### src/rtl/cal_mem_port_pkg.sv
// Shared definitions for the CPU/accelerator memory port multiplexer:
// owner codes, FSM encodings and read-latency limits.
package cal_mem_port_pkg;

   // Owner codes as produced by the upstream arbiter.
   localparam logic ARB_CPU = 1'b0;
   localparam logic ARB_ACC = 1'b1;

   // Legal read latency range and the width of the drain counter.
   localparam int RD_LAT_MIN = 1;
   localparam int RD_LAT_MAX = 4;
   localparam int DRAIN_W    = 3;

   typedef enum logic [1:0] {
      S_CPU   = 2'd0,
      S_ACC   = 2'd1,
      S_DRAIN = 2'd2
   } state_t;

   // Steady state that corresponds to an owner code.
   function automatic state_t owner_state(input logic owner);
      return (owner == ARB_ACC) ? S_ACC : S_CPU;
   endfunction

endpackage

### src/rtl/cal_mem_port_rd_tag_pipe.sv
// Valid/owner shift pipe, RD_LAT stages deep. Its output lines up with the
// cycle in which the memory presents the data for the read that was pushed.
module cal_rd_tag_pipe
   import cal_mem_port_pkg::*;
#(
   parameter int RD_LAT = 2
) (
   input  logic clk,
   input  logic rst,
   input  logic push_valid,
   input  logic push_owner,
   output logic pop_valid,
   output logic pop_owner
);

   genvar gi;
   generate
      for (gi = 0; gi < RD_LAT; gi++) begin : g_stage
         logic valid_reg;
         logic owner_reg;
         logic valid_in;
         logic owner_in;

         if (gi == 0) begin : g_head
            assign valid_in = push_valid;
            assign owner_in = push_owner;
         end else begin : g_link
            assign valid_in = g_stage[gi-1].valid_reg;
            assign owner_in = g_stage[gi-1].owner_reg;
         end

         // Clearing every stage on reset drops all reads still in flight.
         always_ff @(posedge clk) begin
            if (rst) begin
               valid_reg <= 1'b0;
               owner_reg <= ARB_CPU;
            end else begin
               valid_reg <= valid_in;
               owner_reg <= owner_in;
            end
         end
      end
   endgenerate

   assign pop_valid = g_stage[RD_LAT-1].valid_reg;
   assign pop_owner = g_stage[RD_LAT-1].owner_reg;

endmodule

### src/rtl/cal_mem_port.sv
// Single-port memory multiplexer between CPU and accelerator: owner FSM with
// read drain on hand-over, registered memory strobes and tagged read return.
module cal_mem_port
   import cal_mem_port_pkg::*;
#(
   parameter int AW     = 10,
   parameter int DW     = 16,
   parameter int RD_LAT = 2
) (
   input  logic          clk,
   input  logic          rst,
   input  logic          arb_res,

   input  logic          cpu_req,
   input  logic          cpu_we,
   input  logic [AW-1:0] cpu_addr,
   input  logic [DW-1:0] cpu_wdata,
   output logic          cpu_gnt,
   output logic          cpu_rvalid,
   output logic [DW-1:0] cpu_rdata,

   input  logic          acc_req,
   input  logic          acc_we,
   input  logic [AW-1:0] acc_addr,
   input  logic [DW-1:0] acc_wdata,
   output logic          acc_gnt,
   output logic          acc_rvalid,
   output logic [DW-1:0] acc_rdata,

   output logic          mem_en,
   output logic          mem_we,
   output logic [AW-1:0] mem_addr,
   output logic [DW-1:0] mem_wdata,
   input  logic [DW-1:0] mem_rdata,

   output logic          busy
);

   // One cycle for the memory strobe register plus RD_LAT for the read.
   localparam logic [DRAIN_W-1:0] DRAIN_LOAD = DRAIN_W'(RD_LAT + 1);

   state_t               state_reg, state_next;
   logic                 target_reg, target_next;
   logic [DRAIN_W-1:0]   drain_cnt_reg, drain_cnt_next;
   logic                 mem_owner_reg;
   logic                 pop_valid;
   logic                 pop_owner;

   // ---------------------------------------------------------------- FSM
   always_ff @(posedge clk) begin
      if (rst) begin
         state_reg     <= S_CPU;
         target_reg    <= ARB_CPU;
         drain_cnt_reg <= '0;
      end else begin
         state_reg     <= state_next;
         target_reg    <= target_next;
         drain_cnt_reg <= drain_cnt_next;
      end
   end

   always_comb begin
      state_next     = state_reg;
      target_next    = target_reg;
      drain_cnt_next = drain_cnt_reg;
      case (state_reg)
         S_CPU: begin
            if (arb_res == ARB_ACC) begin
               state_next     = S_DRAIN;
               target_next    = ARB_ACC;
               drain_cnt_next = DRAIN_LOAD;
            end
         end
         S_ACC: begin
            if (arb_res == ARB_CPU) begin
               state_next     = S_DRAIN;
               target_next    = ARB_CPU;
               drain_cnt_next = DRAIN_LOAD;
            end
         end
         S_DRAIN: begin
            // arb_res is deliberately not looked at until the target is reached.
            drain_cnt_next = drain_cnt_reg - 1'b1;
            if (drain_cnt_reg == DRAIN_W'(1)) begin
               state_next = owner_state(target_reg);
            end
         end
         default: begin
            state_next = S_CPU;
         end
      endcase
   end

   // Grants are also held off while rst is high so no access is accepted
   // on a cycle whose issue registers are being cleared.
   always_comb begin
      cpu_gnt = (state_reg == S_CPU) && cpu_req && !rst;
      acc_gnt = (state_reg == S_ACC) && acc_req && !rst;
      busy    = (state_reg == S_DRAIN);
   end

   // ------------------------------------------------------ issue registers
   always_ff @(posedge clk) begin
      if (rst) begin
         mem_en        <= 1'b0;
         mem_we        <= 1'b0;
         mem_addr      <= '0;
         mem_wdata     <= '0;
         mem_owner_reg <= ARB_CPU;
      end else if (cpu_gnt) begin
         mem_en        <= 1'b1;
         mem_we        <= cpu_we;
         mem_addr      <= cpu_addr;
         mem_wdata     <= cpu_wdata;
         mem_owner_reg <= ARB_CPU;
      end else if (acc_gnt) begin
         mem_en        <= 1'b1;
         mem_we        <= acc_we;
         mem_addr      <= acc_addr;
         mem_wdata     <= acc_wdata;
         mem_owner_reg <= ARB_ACC;
      end else begin
         mem_en <= 1'b0;
         mem_we <= 1'b0;
      end
   end

   // ------------------------------------------------------ read tag pipe
   cal_rd_tag_pipe #(
      .RD_LAT (RD_LAT)
   ) u_rd_tag_pipe (
      .clk        (clk),
      .rst        (rst),
      .push_valid (mem_en && !mem_we),
      .push_owner (mem_owner_reg),
      .pop_valid  (pop_valid),
      .pop_owner  (pop_owner)
   );

   // ---------------------------------------------------- response demux
   always_ff @(posedge clk) begin
      if (rst) begin
         cpu_rvalid <= 1'b0;
         acc_rvalid <= 1'b0;
         cpu_rdata  <= '0;
         acc_rdata  <= '0;
      end else begin
         cpu_rvalid <= pop_valid && (pop_owner == ARB_CPU);
         acc_rvalid <= pop_valid && (pop_owner == ARB_ACC);
         if (pop_valid && (pop_owner == ARB_CPU)) begin
            cpu_rdata <= mem_rdata;
         end
         if (pop_valid && (pop_owner == ARB_ACC)) begin
            acc_rdata <= mem_rdata;
         end
      end
   end

endmodule

### config.mk
export PLATFORM = sky130hd
export DESIGN_NAME = cal_mem_port
export DESIGN_NICKNAME = d
export VERILOG_FILES = /design/src/rtl/cal_mem_port_pkg.sv /design/src/rtl/cal_mem_port_rd_tag_pipe.sv /design/src/rtl/cal_mem_port.sv
export SDC_FILE = /design/constraint.sdc
export NUM_CORES = 1
export LEC_CHECK = 0
export BUFFER_PORTS_ARGS = -buffer_cell sky130_fd_sc_hd__buf_4
export CAP_MARGIN = 25
export CORE_MARGIN = 1.5
export CORE_UTILIZATION = 43
export CTS_BUF_LIST = sky130_fd_sc_hd__clkbuf_4
export CTS_CLUSTER_DIAMETER = 80
export DETAILED_ROUTE_END_ITERATION = 7
export PLACE_DENSITY = 0.75
export SYNTH_ARGS = -nofsm -noshare
export SYNTH_HDL_FRONTEND = slang
export SYNTH_SLANG_ARGS = --single-unit
export TNS_END_PERCENT = 5
### constraint.sdc
create_clock -name clk -period 4.1 [get_ports clk]
set_input_delay 0.41 -clock clk [delete_from_list [all_inputs] [get_ports clk]]
set_output_delay 0.41 -clock clk [all_outputs]
set_load 0.01 [all_outputs]
==> results of run 1 <==
-- final cells by class --
cell class / instances / area (um^2)
multi-input cells: 236 / 1320
flip-flops and latches: 73 / 1460
clock buffers: 9 / 67.6
clock inverters: 7 / 71.3
well taps: 77 / 96.3
repair buffers: 141 / 1060
fillers: 569 / 2370
inverters: 3 / 12.5
-- metrics by stage --
step                       util  std cells  area [um^2]  total power (W)  setup WS, ps
after floorplan               -        339         2920         0.000879          2430
after global placement    0.609        529         3940         0.000984          1660
after detailed placement  0.611        530         3950         0.000989          1630
after CTS                 0.633        546         4090          0.00142          1550
after global routing      0.633        546         4090          0.00148          1460
final                     0.633        546         4090          0.00141          1570
-- path summary, 6_finish.rpt --
path                                                   end  cells after the start  slack (ps)                      start
max                                                cpu_gnt                      3        1570  state_reg[1]$_SDFFE_PP0P_
min reg2reg  u_rd_tag_pipe.g_stage[0].valid_reg$_SDFF_PP0_                      1         450          mem_we$_SDFF_PP0_
max reg2reg                       mem_addr[7]$_SDFFE_PP0P_                      3        2030  state_reg[0]$_SDFFE_PP0P_
min                             mem_owner_reg$_SDFFE_PP0P_                      2         220                    cpu_req
-- Yosys cell counts, types with 2 or more instances --
library cell	instances	area, um^2
a211oi_1	2	15.0
nor2b_1	6	37.5
a21oi_1	59	295
a221oi_1	2	17.5
nand2b_1	3	18.8
ha_1	2	25.0
mux2_2	2	22.5
a311oi_2	10	150
mux2i_1	3	30.0
dfxtp_1	73	1460
a22oi_1	8	60.1
inv_1	2	7.51
and2_1	2	12.5
clkbuf_1	19	71.3
nor2_1	8	30.0
a311oi_1	5	43.8
o21ai_0	11	55.1
buf_2	3	15.0
or2_2	2	12.5
buf_4	2	15.0
nand2_1	96	360
buf_6	3	33.8
-- layer usage --
| layer | share of wire | track usage |
|---|---|---|
| met1 | 0.42 | 0.259 |
| met2 | 0.50 | 0.357 |
| met3 | 0.076 | 0.0496 |
| met4 | 0.0065 | 0.0748 |
| met5 | 0 | 0 |
-- power breakdown --
part / switching [W] / internal, W / leakage (nW)
Sequential: 0.0000194 / 0.000737 / 0.594
Clock: 0.000255 / 0.000184 / 0.0679
Combinational: 0.000104 / 0.000112 / 1.05
-- cell families after synthesis --
kind of cell             synth area share
buffers and inverters              0.0506
adder cells (fa/ha/maj)           0.00857
flip-flops                          0.501
multiplexers                       0.0180
XOR/XNOR                          0.00600
AO/OA/AOI/OAI                       0.232
AND/OR/NAND/NOR                     0.184
==> run_results.csv, run 1 <==
group,metric,value,unit
clock_tree,clock_sinks,73,
synthesis,ys_seq_area_frac,0.501,
finish,final_cell_mix,"140 x buf_4, 96 x nand2_1, 73 x dfxtp_1",
floorplanning,fp.coreArea,6460,um^2
synthesis,synth-seq-cells,73,
synthesis,synth_top_flop_cell,"dfxtp_1",
clock_tree,clockBufferDepth,2,
sta,worst_pin_slew,1010,ps
clock_tree,cts_resized,0,
critical_path,crit_family,"simple AND/OR/NAND/NOR gates",
floorplanning,dieArea,7290,um^2
global_routing,grt_pass1_vias,2627,
clock_tree,numCtsBuffers,9,
synthesis,netlist_instances,339,
critical_path,crit_type,"reg -> out",
drt,route.detailed.drc,7,
sta,fin_crit,2530,ps
placement,gp_congestion,0.730,
clock_tree,clk_pin_slew,120,ps
synthesis,synthesis.nets,416,
synthesis,synth_edf_count,0,
clock_tree,worstSkewPairLatency,410,ps
sta,min_period_over_period,0.617,
sta,drv_slew,0,
synthesis,yosys_warnings,0,
sta,final.setup.tns,0,ps
critical_path,cp_slowest_cell,"or4b_4",
critical_path,worst-path-max-fanout,25,
drt,vias,2835,
floorplanning,ios,140,
finish,layout-drive-gt1-share,0.375,
finish,syn_to_final_growth,40.1,%
clock_tree,holdBufCountCts,0,
sta,whs,224,ps
drt,dr.pass1.iters,6,
sta,fmax,0.395,GHz
floorplanning,die_y,85.4,um
finish,finalNetCount,541,
critical_path,crit_path_end_kind,"primary output",
critical_path,critical_path_buf_inv_count,2,
finish,reg_top3,"acc_rdata (16), cpu_rdata (16), mem_wdata (16)",
run,cap_violations,0,
placement,port_buffers,139,
drt,drtIter0Drc,160,
drt,ant_nets,0,
clock_tree,htree_levels,3,
floorplanning,rows,29,
floorplanning,die_x,85.4,um
global_routing,grt_max_degree,75,
finish,diodes,0,
critical_path,crit_chain,"or4b_4 -> clkinv_2 -> buf_4",
sta,finalHoldViolCount,0,
global_routing,grt_overflow,0,
floorplanning,start_util,0.452,
critical_path,critPathArrivalTime,2120,ps
hold_path,hp-class,"in -> reg",
clock_tree,postCtsSetupRepairBufs,0,
placement,hpwl,5540,um
sta,relSlewSlack,0.327,
drt,post_drt_via_cell_ratio,5.19,
sta,fin_worst_skew,16.0,ps
global_routing,grtUsageTotal,0.210,
power,ir_drop,0.192,mV
synthesis,synth.distinct_cells,38,
synthesis,avgSynthCellArea,8.61,um^2
power,power.density,346,nW/um^2
global_routing,grt_antenna_before_repair,0,
sta,rsz0062_at_grt,"no",
global_routing,grt_pass1_wl,12200,um
run_status,violations,"DRC",
finish,mostFrequentLayoutCell,"buf_4",
drt,wl_per_cell,14.0,um
critical_path,max_stage_delay,740,ps
critical_path,start_kind,"flop",
run_status,status,"finished with violations",
power,p_leak,1.71,nW
synthesis,async_reset_ff_frac,0,
critical_path,critPathRequiredTime,3690,ps
clock_tree,cts_root_buffer,"clkbuf_4",
synthesis,synth_area,2920,um^2
clock_tree,cts_tree,"yes",
sta,setup_viol,0,
drt,drt_wl_total,7660,um
No activity file was read; power rests on OpenSTA's default activity.
==> run 2: changes to the inputs <==
==> constraint.sdc (replaced) <==
create_clock -name clk -period 2.34 [get_ports clk]
set_input_delay 0.234 -clock clk [delete_from_list [all_inputs] [get_ports clk]]
set_output_delay 0.234 -clock clk [all_outputs]
set_load 0.01 [all_outputs]
==> run_results.csv, run 2 (same netlist as run 1, synthesis figures left out) <==
group,metric,value,unit
finish,reg_top3,"acc_rdata (16), cpu_rdata (16), mem_wdata (16)",
critical_path,critPathRequiredTime,2110,ps
critical_path,critical_path_buf_inv_count,2,
run,cap_violations,0,
drt,ant_nets,0,
sta,fin_crit,2220,ps
sta,min_period_over_period,0.949,
critical_path,rr_startpoint,"state_reg[1]$_SDFFE_PP0P_",
power,switching_share,0.258,
run_status,status,"finished with violations",
sta,setup_viol,0,
sta,worst_pin_slew,667,ps
power,sequentialPowerShare,0.510,
global_routing,grt_antenna_before_repair,0,
critical_path,cp_slowest_cell,"or4b_4",
critical_path,crit_path_end_kind,"primary output",
floorplanning,dieArea,7290,um^2
placement,port_buffers,139,
clock_tree,clk_pin_slew,120,ps
finish,fin_util,0.642,
sta,final.setup.tns,0,ps
drt,dr.pass1.iters,6,
critical_path,crit_type,"reg -> out",
critical_path,crit_chain,"or4b_4 -> clkinv_4 -> buf_4",
clock_tree,cts_resized,1,
critical_path,crit_family,"simple AND/OR/NAND/NOR gates",
placement,hpwl,5580,um
clock_tree,clock_sinks,73,
sta,fmax,0.450,GHz
drt,vias,2885,
clock_tree,postCtsSetupRepairBufs,0,
finish,fin_area,4150,um^2
hold_path,hold_path_startpoint,"cpu_req",
clock_tree,cts_tree,"yes",
critical_path,max_stage_delay,740,ps
floorplanning,start_util,0.452,
clock_tree,cts_root_buffer,"clkbuf_4",
floorplanning,rows,29,
power,internal_power,0.00193,W
sta,whs,22.0,ps
critical_path,r2r_slack,490,ps
global_routing,grt_max_degree,56,
finish,layout-drive-gt1-share,0.380,
global_routing,grt_overflow,0,
clock_tree,clockBufferDepth,2,
finish,syn_to_final_growth,42.1,%
finish,mostFrequentLayoutCell,"buf_4",
power,p_switching,0.000671,W
power,ir_drop,0.422,mV
floorplanning,fp.coreArea,6460,um^2
sta,drv_slew,0,
global_routing,grtUsageTotal,0.217,
placement,dpl_cell_area,3980,um^2
clock_tree,numCtsBuffers,9,
sta,fin_worst_skew,13.0,ps
global_routing,grt_pass1_vias,2822,
critical_path,start_kind,"flop",
placement,gp_congestion,0.764,
drt,wl_per_cell,14.2,um
drt,drtIter0Drc,117,
clock_tree,htree_levels,3,
finish,final_cell_mix,"146 x buf_4, 96 x nand2_1, 73 x dfxtp_1",
finish,finalNetCount,546,
floorplanning,die_y,85.4,um
run_status,violations,"DRC",
clock_tree,holdBufCountCts,0,
sta,relSlewSlack,0.555,
floorplanning,die_x,85.4,um
clock_tree,worstSkewPairLatency,420,ps
finish,diodes,0,
drt,post_drt_via_cell_ratio,5.24,
power,p_leak,1.75,nW
power,p_comb_frac,0.150,
critical_path,critPathArrivalTime,1990,ps
drt,drt_wl_total,7800,um
power,power_frac_clock,0.341,
sta,finalHoldViolCount,0,
global_routing,grt_pass1_wl,12600,um
hold_path,hp-class,"in -> reg",
power,power.density,627,nW/um^2
critical_path,cp-startpoint,"state_reg[1]$_SDFFE_PP0P_",
drt,route.detailed.drc,7,
floorplanning,ios,140,
critical_path,worst-path-max-fanout,25,
sta,rsz0062_at_grt,"no",
## run 2: cell count changes in the layout (fill, tap and decap cells not counted), sizes merged
| cell | change |
|---|---|
| clkinvlp | -2 |
| bufinv | +1 |
| buf | +5 |
| inv | +1 |
## run 2: area by class of cell
| class | count | area (um^2) |
|---|---|---|
| well taps | 77 | 96.3 |
| clock inverters | 7 | 93.8 |
| multi-input cells | 236 | 1320 |
| inverters | 3 | 16.3 |
| repair buffers | 146 | 1100 |
| fillers | 564 | 2310 |
| clock buffers | 9 | 67.6 |
| flip-flops and latches | 73 | 1460 |
## run 2: power by group through the flow
stage	clock network, W	registers [W]	logic (W)
4_1_cts	0.000899	0.00132	0.000392
6_report	0.000885	0.00132	0.000389
3_5_place_dp	0	0.00135	0.000390
2_1_floorplan	0	0.00136	0.000179
3_3_place_gp	0	0.00135	0.000383
5_1_grt	0.000953	0.00133	0.000425
## run 2: stage by stage
step	power, W	cells	worst slack (ps)
finish	0.00260	551	120
floorplan	0.00154	339	882
global route	0.00271	551	10.4
detailed placement	0.00174	535	375
CTS	0.00262	551	111
global placement	0.00173	535	440
## run 2: worst reg2reg max path: cells and delay by family (launching register included)
kind | cells | cell delay, ps
and+or+nand+nor | 2 | 840
DFF | 1 | 450
AOI/OAI and AO/OA | 1 | 260
buffers and inverters | 1 | 220
## run 2: per-layer routing
metal / GRT usage / vias to the layer above / share of wire
met5: 0 / - / 0
met4: 0.0924 / 0 / 0.019
met3: 0.0545 / 13 / 0.079
met2: 0.364 / 112 / 0.49
met1: 0.266 / 1331 / 0.42
li1: - / 1429 / -
## run 2: final timing paths
kind,to,cells after the start
setup / recovery,cpu_gnt,3
hold / removal,mem_owner_reg$_SDFFE_PP0P_,2
setup reg to reg,mem_addr[7]$_SDFFE_PP0P_,4
hold reg to reg,u_rd_tag_pipe.pop_owner$_SDFF_PP0_,1
